$ cat src/rtl/mem_arbiter.sv
// Shared-memory arbiter between a CPU port and a DMA port.
// One access is in flight at a time. The FSM runs IDLE -> ACCESS (WAIT_STATES+1 cycles) -> DONE (ack).
// By default the CPU has priority over the DMA.
// Optional feature: define MEM_ARBITER_ANTISTARVE_EN to grant DMA after STARVE_LIMIT consecutive
// CPU grants made while DMA was waiting.
module mem_arbiter #(
  parameter int unsigned WAIT_STATES  = 1,
  parameter int unsigned STARVE_LIMIT = 3
) (
  input  logic        clk,
  input  logic        RST_bar,
  input  logic        cpu_req,
  input  logic        cpu_we,
  input  logic [15:0] cpu_addr,
  input  logic [15:0] cpu_wdata,
  output logic        cpu_ack,
  output logic [15:0] cpu_rdata,
  input  logic        dma_req,
  input  logic        dma_we,
  input  logic [15:0] dma_addr,
  input  logic [15:0] dma_wdata,
  output logic        dma_ack,
  output logic [15:0] dma_rdata,
  output logic [15:0] mem_addr,
  output logic [15:0] mem_wdata,
  output logic        mem_we,
  output logic        mem_oe,
  input  logic [15:0] mem_rdata,
  output logic [1:0]  owner
);

  localparam int unsigned DW = 16;
  localparam int unsigned CW = 3;
  localparam logic [1:0] OWN_NONE = 2'b00;
  localparam logic [1:0] OWN_CPU  = 2'b01;
  localparam logic [1:0] OWN_DMA  = 2'b10;

  typedef enum logic [1:0] {IDLE, ACCESS, DONE} state_t;

  state_t          state, state_d;
  logic [CW-1:0]   wcnt, wcnt_d;
  logic            lat_we, lat_we_d;
  logic            grant_cpu_c, grant_dma_c, final_c;
  logic [DW-1:0]   mem_addr_d, mem_wdata_d, cpu_rdata_d, dma_rdata_d;
  logic            mem_we_d, mem_oe_d, cpu_ack_d, dma_ack_d;
  logic [1:0]      owner_d;

`ifdef MEM_ARBITER_ANTISTARVE_EN
  localparam int unsigned SW = 4;
  logic [SW-1:0] starve_cnt;
  logic          starve_hit_c;

  assign starve_hit_c = (starve_cnt == SW'(STARVE_LIMIT));
  assign grant_dma_c  = (state == IDLE) && dma_req && (!cpu_req || starve_hit_c);
  assign grant_cpu_c  = (state == IDLE) && cpu_req && !grant_dma_c;

  // Count CPU grants won while DMA waits; clear on DMA grant or when DMA is not requesting.
  always_ff @(posedge clk or negedge RST_bar) begin
    if (!RST_bar) begin
      starve_cnt <= '0;
    end else if (state == IDLE) begin
      if (grant_dma_c || !dma_req) begin
        starve_cnt <= '0;
      end else if (grant_cpu_c && !starve_hit_c) begin
        starve_cnt <= starve_cnt + SW'(1);
      end
    end
  end
`else
  assign grant_cpu_c = (state == IDLE) && cpu_req;
  assign grant_dma_c = (state == IDLE) && dma_req && !cpu_req;
`endif

  assign final_c = (state == ACCESS) && (wcnt == '0);

  // State and wait-counter register.
  always_ff @(posedge clk or negedge RST_bar) begin
    if (!RST_bar) begin
      state <= IDLE;
      wcnt  <= '0;
    end else begin
      state <= state_d;
      wcnt  <= wcnt_d;
    end
  end

  // Next-state logic: grant from IDLE, count down in ACCESS, one ack cycle in DONE.
  always_comb begin
    state_d = state;
    wcnt_d  = wcnt;
    case (state)
      IDLE: begin
        if (grant_cpu_c || grant_dma_c) begin
          state_d = ACCESS;
          wcnt_d  = CW'(WAIT_STATES);
        end
      end
      ACCESS: begin
        if (wcnt == '0) state_d = DONE;
        else            wcnt_d  = wcnt - CW'(1);
      end
      DONE:    state_d = IDLE;
      default: state_d = IDLE;
    endcase
  end

  // Next values of the registered outputs; the memory strobes follow the next state.
  always_comb begin
    mem_addr_d  = mem_addr;
    mem_wdata_d = mem_wdata;
    lat_we_d    = lat_we;
    owner_d     = owner;
    cpu_rdata_d = cpu_rdata;
    dma_rdata_d = dma_rdata;
    cpu_ack_d   = 1'b0;
    dma_ack_d   = 1'b0;
    case (state)
      IDLE: begin
        if (grant_cpu_c) begin
          mem_addr_d  = cpu_addr;
          mem_wdata_d = cpu_wdata;
          lat_we_d    = cpu_we;
          owner_d     = OWN_CPU;
        end else if (grant_dma_c) begin
          mem_addr_d  = dma_addr;
          mem_wdata_d = dma_wdata;
          lat_we_d    = dma_we;
          owner_d     = OWN_DMA;
        end
      end
      ACCESS: begin
        if (final_c) begin
          cpu_ack_d = (owner == OWN_CPU);
          dma_ack_d = (owner == OWN_DMA);
          if (!lat_we && owner == OWN_CPU) cpu_rdata_d = mem_rdata;
          if (!lat_we && owner == OWN_DMA) dma_rdata_d = mem_rdata;
        end
      end
      DONE:    owner_d = OWN_NONE;
      default: owner_d = OWN_NONE;
    endcase
    mem_we_d = (state_d == ACCESS) && lat_we_d;
    mem_oe_d = (state_d == ACCESS) && !lat_we_d;
  end

  // Output register; reset clears every strobe and data output immediately.
  always_ff @(posedge clk or negedge RST_bar) begin
    if (!RST_bar) begin
      mem_addr  <= '0;
      mem_wdata <= '0;
      lat_we    <= 1'b0;
      mem_we    <= 1'b0;
      mem_oe    <= 1'b0;
      owner     <= OWN_NONE;
      cpu_ack   <= 1'b0;
      dma_ack   <= 1'b0;
      cpu_rdata <= '0;
      dma_rdata <= '0;
    end else begin
      mem_addr  <= mem_addr_d;
      mem_wdata <= mem_wdata_d;
      lat_we    <= lat_we_d;
      mem_we    <= mem_we_d;
      mem_oe    <= mem_oe_d;
      owner     <= owner_d;
      cpu_ack   <= cpu_ack_d;
      dma_ack   <= dma_ack_d;
      cpu_rdata <= cpu_rdata_d;
      dma_rdata <= dma_rdata_d;
    end
  end

endmodule

$ cat config.mk
export PLATFORM = sky130hd
export DESIGN_NAME = mem_arbiter
export DESIGN_NICKNAME = d
export VERILOG_FILES = /design/src/rtl/mem_arbiter.sv
export SDC_FILE = /design/constraint.sdc
export NUM_CORES = 1
export LEC_CHECK = 0
export CORE_MARGIN = 10
export CORE_UTILIZATION = 35
export DETAILED_ROUTE_END_ITERATION = 10
export MAX_ROUTING_LAYER = met4
export PLACE_DENSITY = 0.71
export RECOVER_POWER = 100
export SLEW_MARGIN = 30
export SYNTH_ARGS = -nofsm -noshare
export SYNTH_HDL_FRONTEND = slang
export SYNTH_SLANG_ARGS = --single-unit
$ cat constraint.sdc
create_clock -name clk -period 2.8 [get_ports clk]
set_input_delay 0.56 -clock clk [delete_from_list [all_inputs] [get_ports clk]]
set_output_delay 0.56 -clock clk [all_outputs]
set_load 0.01 [all_outputs]
# After elaboration in Yosys (flattened, before gate mapping)

Cells that the tools add are included.

Reduce and logical (&&, ||, !) cells: 21
Bitwise logic cells: 1
Add/sub/neg operators: 1
Muxes and demuxes: 20
Eq/ne operators: 7

Operators with widths:

| cell                | number |
|---|---|
| $mux 16             | 4 |
| $reduce_and 3->1    | 3 |
| $logic_and 1x1->1   | 8 |
| $mux 2              | 4 |
| $pmux 2 s2          | 2 |
| $mux 1              | 7 |
| $eq 2x1->1 const B  | 3 |
| $mux 3              | 2 |
| $pmux 3 s2          | 1 |
| $reduce_and 2->1    | 2 |
| $reduce_bool 2->1   | 2 |
| $logic_not 1->1     | 3 |
| $logic_not 3->1     | 1 |
| $ne 3x3->1 const B  | 1 |
| $sub 3x1->3 const B | 1 |
| $eq 2x2->1 const B  | 1 |
| $logic_not 2->1     | 1 |
| $ne 2x1->1 const B  | 1 |
| $ne 2x2->1 const B  | 1 |
| $logic_or 1x1->1    | 1 |
| $not 1->1           | 1 |

Flip-flop bits (word level): 76
Output and inout port bits: 70
Input bits: 86

# Longest topological paths before layout

Depth after elaboration: 8
Mapped depth: 6

# Worst setup path after synthesis

Ideal clock, no wire load.

Path type: register -> register
Start: reg wcnt[0]
End: reg cpu_rdata[10]
Path buffers: 1
Stages on the path, launching flop included: 7
Arrival time: 1.824 ns
Library setup time: 0.125 ns
Path slack: 0.851 ns
Required time: 2.675 ns
Cell sequence: dfrtp_1 inv_1 ha_1 nand4bb_4 nor4b_4 buf_8 mux2_4

Longest elaborated chain between the ends: 3

RTL lines:

| element                           | RTL line | text |
|---|---|---|
| start, declared                   | 41       | `logic [CW-1:0] wcnt, wcnt_d;` |
| start signal, assigned            | 83       | `wcnt <= wcnt_d;` |
| $logic_not 3->1                   | 74       | `assign final_c = (state == ACCESS) && (wcnt == '0);` |
| $logic_and 1x1->1                 | 74       |  |
| $reduce_and 3->1 (no source line) | -        |  |
| end signal, assigned              | 168      | `cpu_rdata <= cpu_rdata_d;` |
| end, declared                     | 17       | `output logic [15:0] cpu_rdata,` |

No other way between the ends.
A chain may end at the register's enable or synchronous reset.

# Worst setup path in the final report

Start: in cpu_req
End: reg mem_addr[15]

Longest elaborated chain between the ends: 4
Elaborated cells between the ends (all ways): 6

RTL lines:

| element                            | RTL line | text |
|---|---|---|
| start, declared                    | 12       | `input logic cpu_req,` |
| $logic_not 1->1                    | 71       | `assign grant_dma_c = (state == IDLE) && dma_req && !cpu_req;` |
| $logic_and 1x1->1                  | 71       |  |
| $reduce_bool 2->1 (no source line) | -        |  |
| $reduce_and 2->1 (no source line)  | -        |  |
| end signal, assigned               | 160      | `mem_addr <= mem_addr_d;` |
| end, declared                      | 24       | `output logic [15:0] mem_addr,` |

Parallel ways exist; a longest one is shown, timed or not.

==> flow_metrics.tcl <==
set metrics [dict create \
    run_status "complete, no violations" \
    setup_total_negative_slack_ns 0 \
    sequential_cell_area_um2 1900 \
    peak_freq_ghz 0.434 \
    crit_arrival_ns 2.53 \
    powerDensity_nw_per_um2 969 \
    cts.repair_timing.setup_buffer_count 0 \
    slew-limit-headroom_pct 64.1 \
    die_width_um 119 \
    final.period_utilization_pct 82.2 \
    place.port_buffers 155 \
    drc 0 \
    die_area_um2 14100 \
    worst_slew_pin_slew_ns 0.539 \
    cts_buffers 9 \
    max_cap_viol_count 0 \
    area.growth.synth_to_final_pct 54.8 \
    dp.final_hpwl_um 7220 \
    cell_count_final_fillers_out 527 \
    grt_remaining_overflow 0 \
    route.layer.met1.wl_um 4200 \
    clkSlewWorstSetupHoldPaths_ns 0.09 \
    detailroute.wirelength.met3_um 764 \
    detailroute.wirelength.met2_um 4240 \
    rsz0062_at_grt "false" \
    synthesis.yosys.warnings 0 \
    critPathCaptureType "flip-flop" \
    worstSkewPairLatency_ns 0.34 \
    syn_area_um2 3420 \
    via_count 2440 \
    cts_buffer_depth 2 \
    peakVddDrop_mv 0.462 \
    mappedNetlistNets 316 \
    pin_count_of_the_biggest_net_entering_global_routing 42 \
    number_of_flops_mapped_to_enable_cells_by_yosys 0 \
    critPathLaunchType "input pin" \
    timing.critical_path.mode_cell "sky130_fd_sc_hd__mux2_2" \
    postCtsHoldBufs 0 \
    drv_slew 0 \
    total_power_uw 5140 \
    criticalPathCategory "input pin to flip-flop" \
    layout-drive-gt1-share_pct 27.9 \
    fp.coreArea_um2 9640 \
    numPlacedInstances 511 \
    grt_util_all_layers_pct 13.5 \
    drtIter0Drc 66 \
    worst-path-max-fanout 32 \
    worst_clock_skew_ns 0.0135 \
    cellLeakagePower_uw 0.00230 \
    finalInstanceArea_um2 5300 \
    cts_tree "done" \
    vias_per_cell 4.63 \
    synth_seq_area_share_pct 55.6 \
    hold_viol 0 \
    diodes 0 \
    dr.max_layer_used "met4" \
    clock_sink_count 76 \
    timing.critical_path.cells "dlygate4sd3_1, nor3b_1, buf_12, mux2_2, mux2_2" \
    placed_area_um2 5160 \
    worst_endpoint_required_time_ns 3.03 \
    route.final.wire_length_um 9290 \
    postSynthRegisterBits 76 \
    synth_area_per_cell_um2 15.0 \
    floorplan.rows 36 \
    post_synth_inst_count 228 \
    worst-path-buf-inv 2 \
    ant_nets 0 \
    timing.final.crit_period_ns 2.30 \
    drt-pass1-iter-count 4 \
    start_util_pct 35.5 \
    setup_failing_eps_final 0 \
    synth_async_sr_flop_share_pct 100 \
    avg_wl_per_cell_um 17.6 \
    finalWeightedCongestion 0.718 \
    cell_family_with_most_cp_delay "buffers and inverters" \
    clk_root_buffer_cell "sky130_fd_sc_hd__clkbuf_8" \
    grt_antenna_before_repair 0 \
    cpPeakStageDelay_ns 0.62 \
    final_core_utilization_pct 55.0 \
    multi_input_gate_area_in_the_final_layout_um2 1360 \
    global_route_wire_length_before_repair_um 14800 \
    cpMaxStageDelayCell "sky130_fd_sc_hd__dlygate4sd3_1" \
    netlist-cell-type-count 30 \
    yosys_most_used_dff "sky130_fd_sc_hd__dfrtp_1" \
    htree_depth 3 \
    grt_pass1_vias 2771 \
    worstHoldPathType "input pin to async pin" \
    die-height_um 119 \
    io_count 156 \
    post_cts.resized_instances 0 \
    num-nets-final 477 \
    layout.filler_cells 855 \
]
==> worst register-to-register path, stage by stage (launching register included) <==
cell and delay (ns):
sky130_fd_sc_hd__dfrtp_1 0.40, sky130_fd_sc_hd__inv_1 0.09, sky130_fd_sc_hd__ha_1 0.22, sky130_fd_sc_hd__nand4bb_1 0.28, sky130_fd_sc_hd__nor4b_4 0.28, sky130_fd_sc_hd__clkbuf_2 0.41, sky130_fd_sc_hd__mux2_2 0.40
==> per-layer routing <==
layer / up-vias / GRT usage, %
li1: 1137 / -
met1: 1181 / 16.3
met3: 9 / 5.81
met2: 113 / 19.9
met4: 0 / 4.50
met5: - / -
==> cell usage after synthesis, types with 2 or more instances <==
cell / number / area (um2)
sky130_fd_sc_hd__ha_1: 2 / 25.0
sky130_fd_sc_hd__nor3b_1: 3 / 22.5
sky130_fd_sc_hd__nor2_1: 3 / 11.3
sky130_fd_sc_hd__inv_1: 8 / 30.0
sky130_fd_sc_hd__nor4b_4: 2 / 47.6
sky130_fd_sc_hd__nor2b_1: 2 / 12.5
sky130_fd_sc_hd__dfrtp_1: 76 / 1900
sky130_fd_sc_hd__a21oi_1: 4 / 20.0
sky130_fd_sc_hd__o31ai_1: 2 / 15.0
sky130_fd_sc_hd__mux2_4: 10 / 150
sky130_fd_sc_hd__mux2_2: 86 / 968
sky130_fd_sc_hd__buf_2: 6 / 30.0
sky130_fd_sc_hd__o21ai_0: 5 / 25.0
sky130_fd_sc_hd__nor3_1: 3 / 15.0
==> logic make-up (layout without fill, tap and decap cells) <==
group / after synthesis / after routing / synth area share, %
buffers and inverters: 18 / 184 / 2.85
AO/OA/AOI/OAI: 12 / 12 / 1.97
adder cells (fa/ha/maj): 2 / 2 / 0.731
flip-flops: 76 / 76 / 55.6
multiplexers: 97 / 97 / 33.0
AND/OR/NAND/NOR: 23 / 23 / 5.92
==> layout by cell type, fill, tap and decap left out <==
cell and count:
sky130_fd_sc_hd__mux2i_1 1, sky130_fd_sc_hd__nand4bb_1 1, sky130_fd_sc_hd__clkinv_4 3, sky130_fd_sc_hd__clkdlybuf4s50_1 83, sky130_fd_sc_hd__nor3b_1 4, sky130_fd_sc_hd__nor4b_4 1
sky130_fd_sc_hd__clkbuf_8 9, sky130_fd_sc_hd__and3_1 1, sky130_fd_sc_hd__nand3b_1 1, sky130_fd_sc_hd__dfrtp_1 76, sky130_fd_sc_hd__nor2b_1 2, sky130_fd_sc_hd__o21ai_0 5
sky130_fd_sc_hd__buf_4 2, sky130_fd_sc_hd__nor3_2 1, sky130_fd_sc_hd__ha_1 2, sky130_fd_sc_hd__o31ai_1 2, sky130_fd_sc_hd__bufinv_16 2, sky130_fd_sc_hd__dlygate4sd3_1 71
sky130_fd_sc_hd__inv_1 8, sky130_fd_sc_hd__mux2_2 86, sky130_fd_sc_hd__and2_0 1, sky130_fd_sc_hd__or3_1 1, sky130_fd_sc_hd__nor4b_1 2, sky130_fd_sc_hd__clkbuf_2 1
sky130_fd_sc_hd__clkbuf_1 2, sky130_fd_sc_hd__mux2_1 8, sky130_fd_sc_hd__nand2b_1 1, sky130_fd_sc_hd__and2b_1 1, sky130_fd_sc_hd__a21oi_1 4, sky130_fd_sc_hd__buf_12 3
sky130_fd_sc_hd__nor3_1 2, sky130_fd_sc_hd__mux2_4 2, sky130_fd_sc_hd__o211ai_1 1, sky130_fd_sc_hd__nor2_1 3, sky130_fd_sc_hd__nand3_1 1
==> report_power, final <==
| part | total, uW | internal [uW] | switching (uW) |
|---|---|---|---|
| combinational | 2330 | 1390 | 935 |
| sequential | 1900 | 1610 | 292 |
| clock | 911 | 508 | 403 |
==> through the flow <==
| step | hold slack, ns | setup slack [ns] |
|---|---|---|
| after floorplan | 0.264 | 0.851 |
| after global placement | 0.484 | 0.458 |
| after detailed placement | 0.494 | 0.367 |
| after CTS | 0.199 | 0.750 |
| after global routing | 0.215 | 0.418 |
| final | 0.190 | 0.498 |
==> final timing paths <==
kind | cells after the start | startpoint | slack (ns) | endpoint
max | 5 | cpu_req | 0.50 | mem_addr[15]
min | 1 | RST_bar | 0.19 | dma_rdata[6]
min reg2reg | 1 | cpu_rdata[12] | 0.49 | cpu_rdata[12]
min in group clk | 1 | cpu_rdata[12] | 0.49 | cpu_rdata[12]
max reg2reg | 6 | wcnt[0] | 0.62 | dma_rdata[14]
max in group asynchronous | 2 | RST_bar | 2.00 | wcnt[0]
==> flip-flops by register name (all words and copies together), names as in the netlist <==
register and cells:
cpu_ack 1, mem_wdata 16, mem_addr 16, wcnt 3, lat_we 1, mem_we 1
mem_oe 1, owner 2, state 2, dma_rdata 16, dma_ack 1, cpu_rdata 16
==> layout make-up <==
type / count / share of cell area (%)
Multi-Input combinational cell: 134 / 25.7
Inverter: 8 / 0.567
Sequential cell: 76 / 35.9
Clock buffer: 11 / 2.48
Clock inverter: 5 / 1.63
Timing Repair Buffer: 160 / 30.6
Tap cell: 133 / 3.14
(Power assumes the default switching activity.)
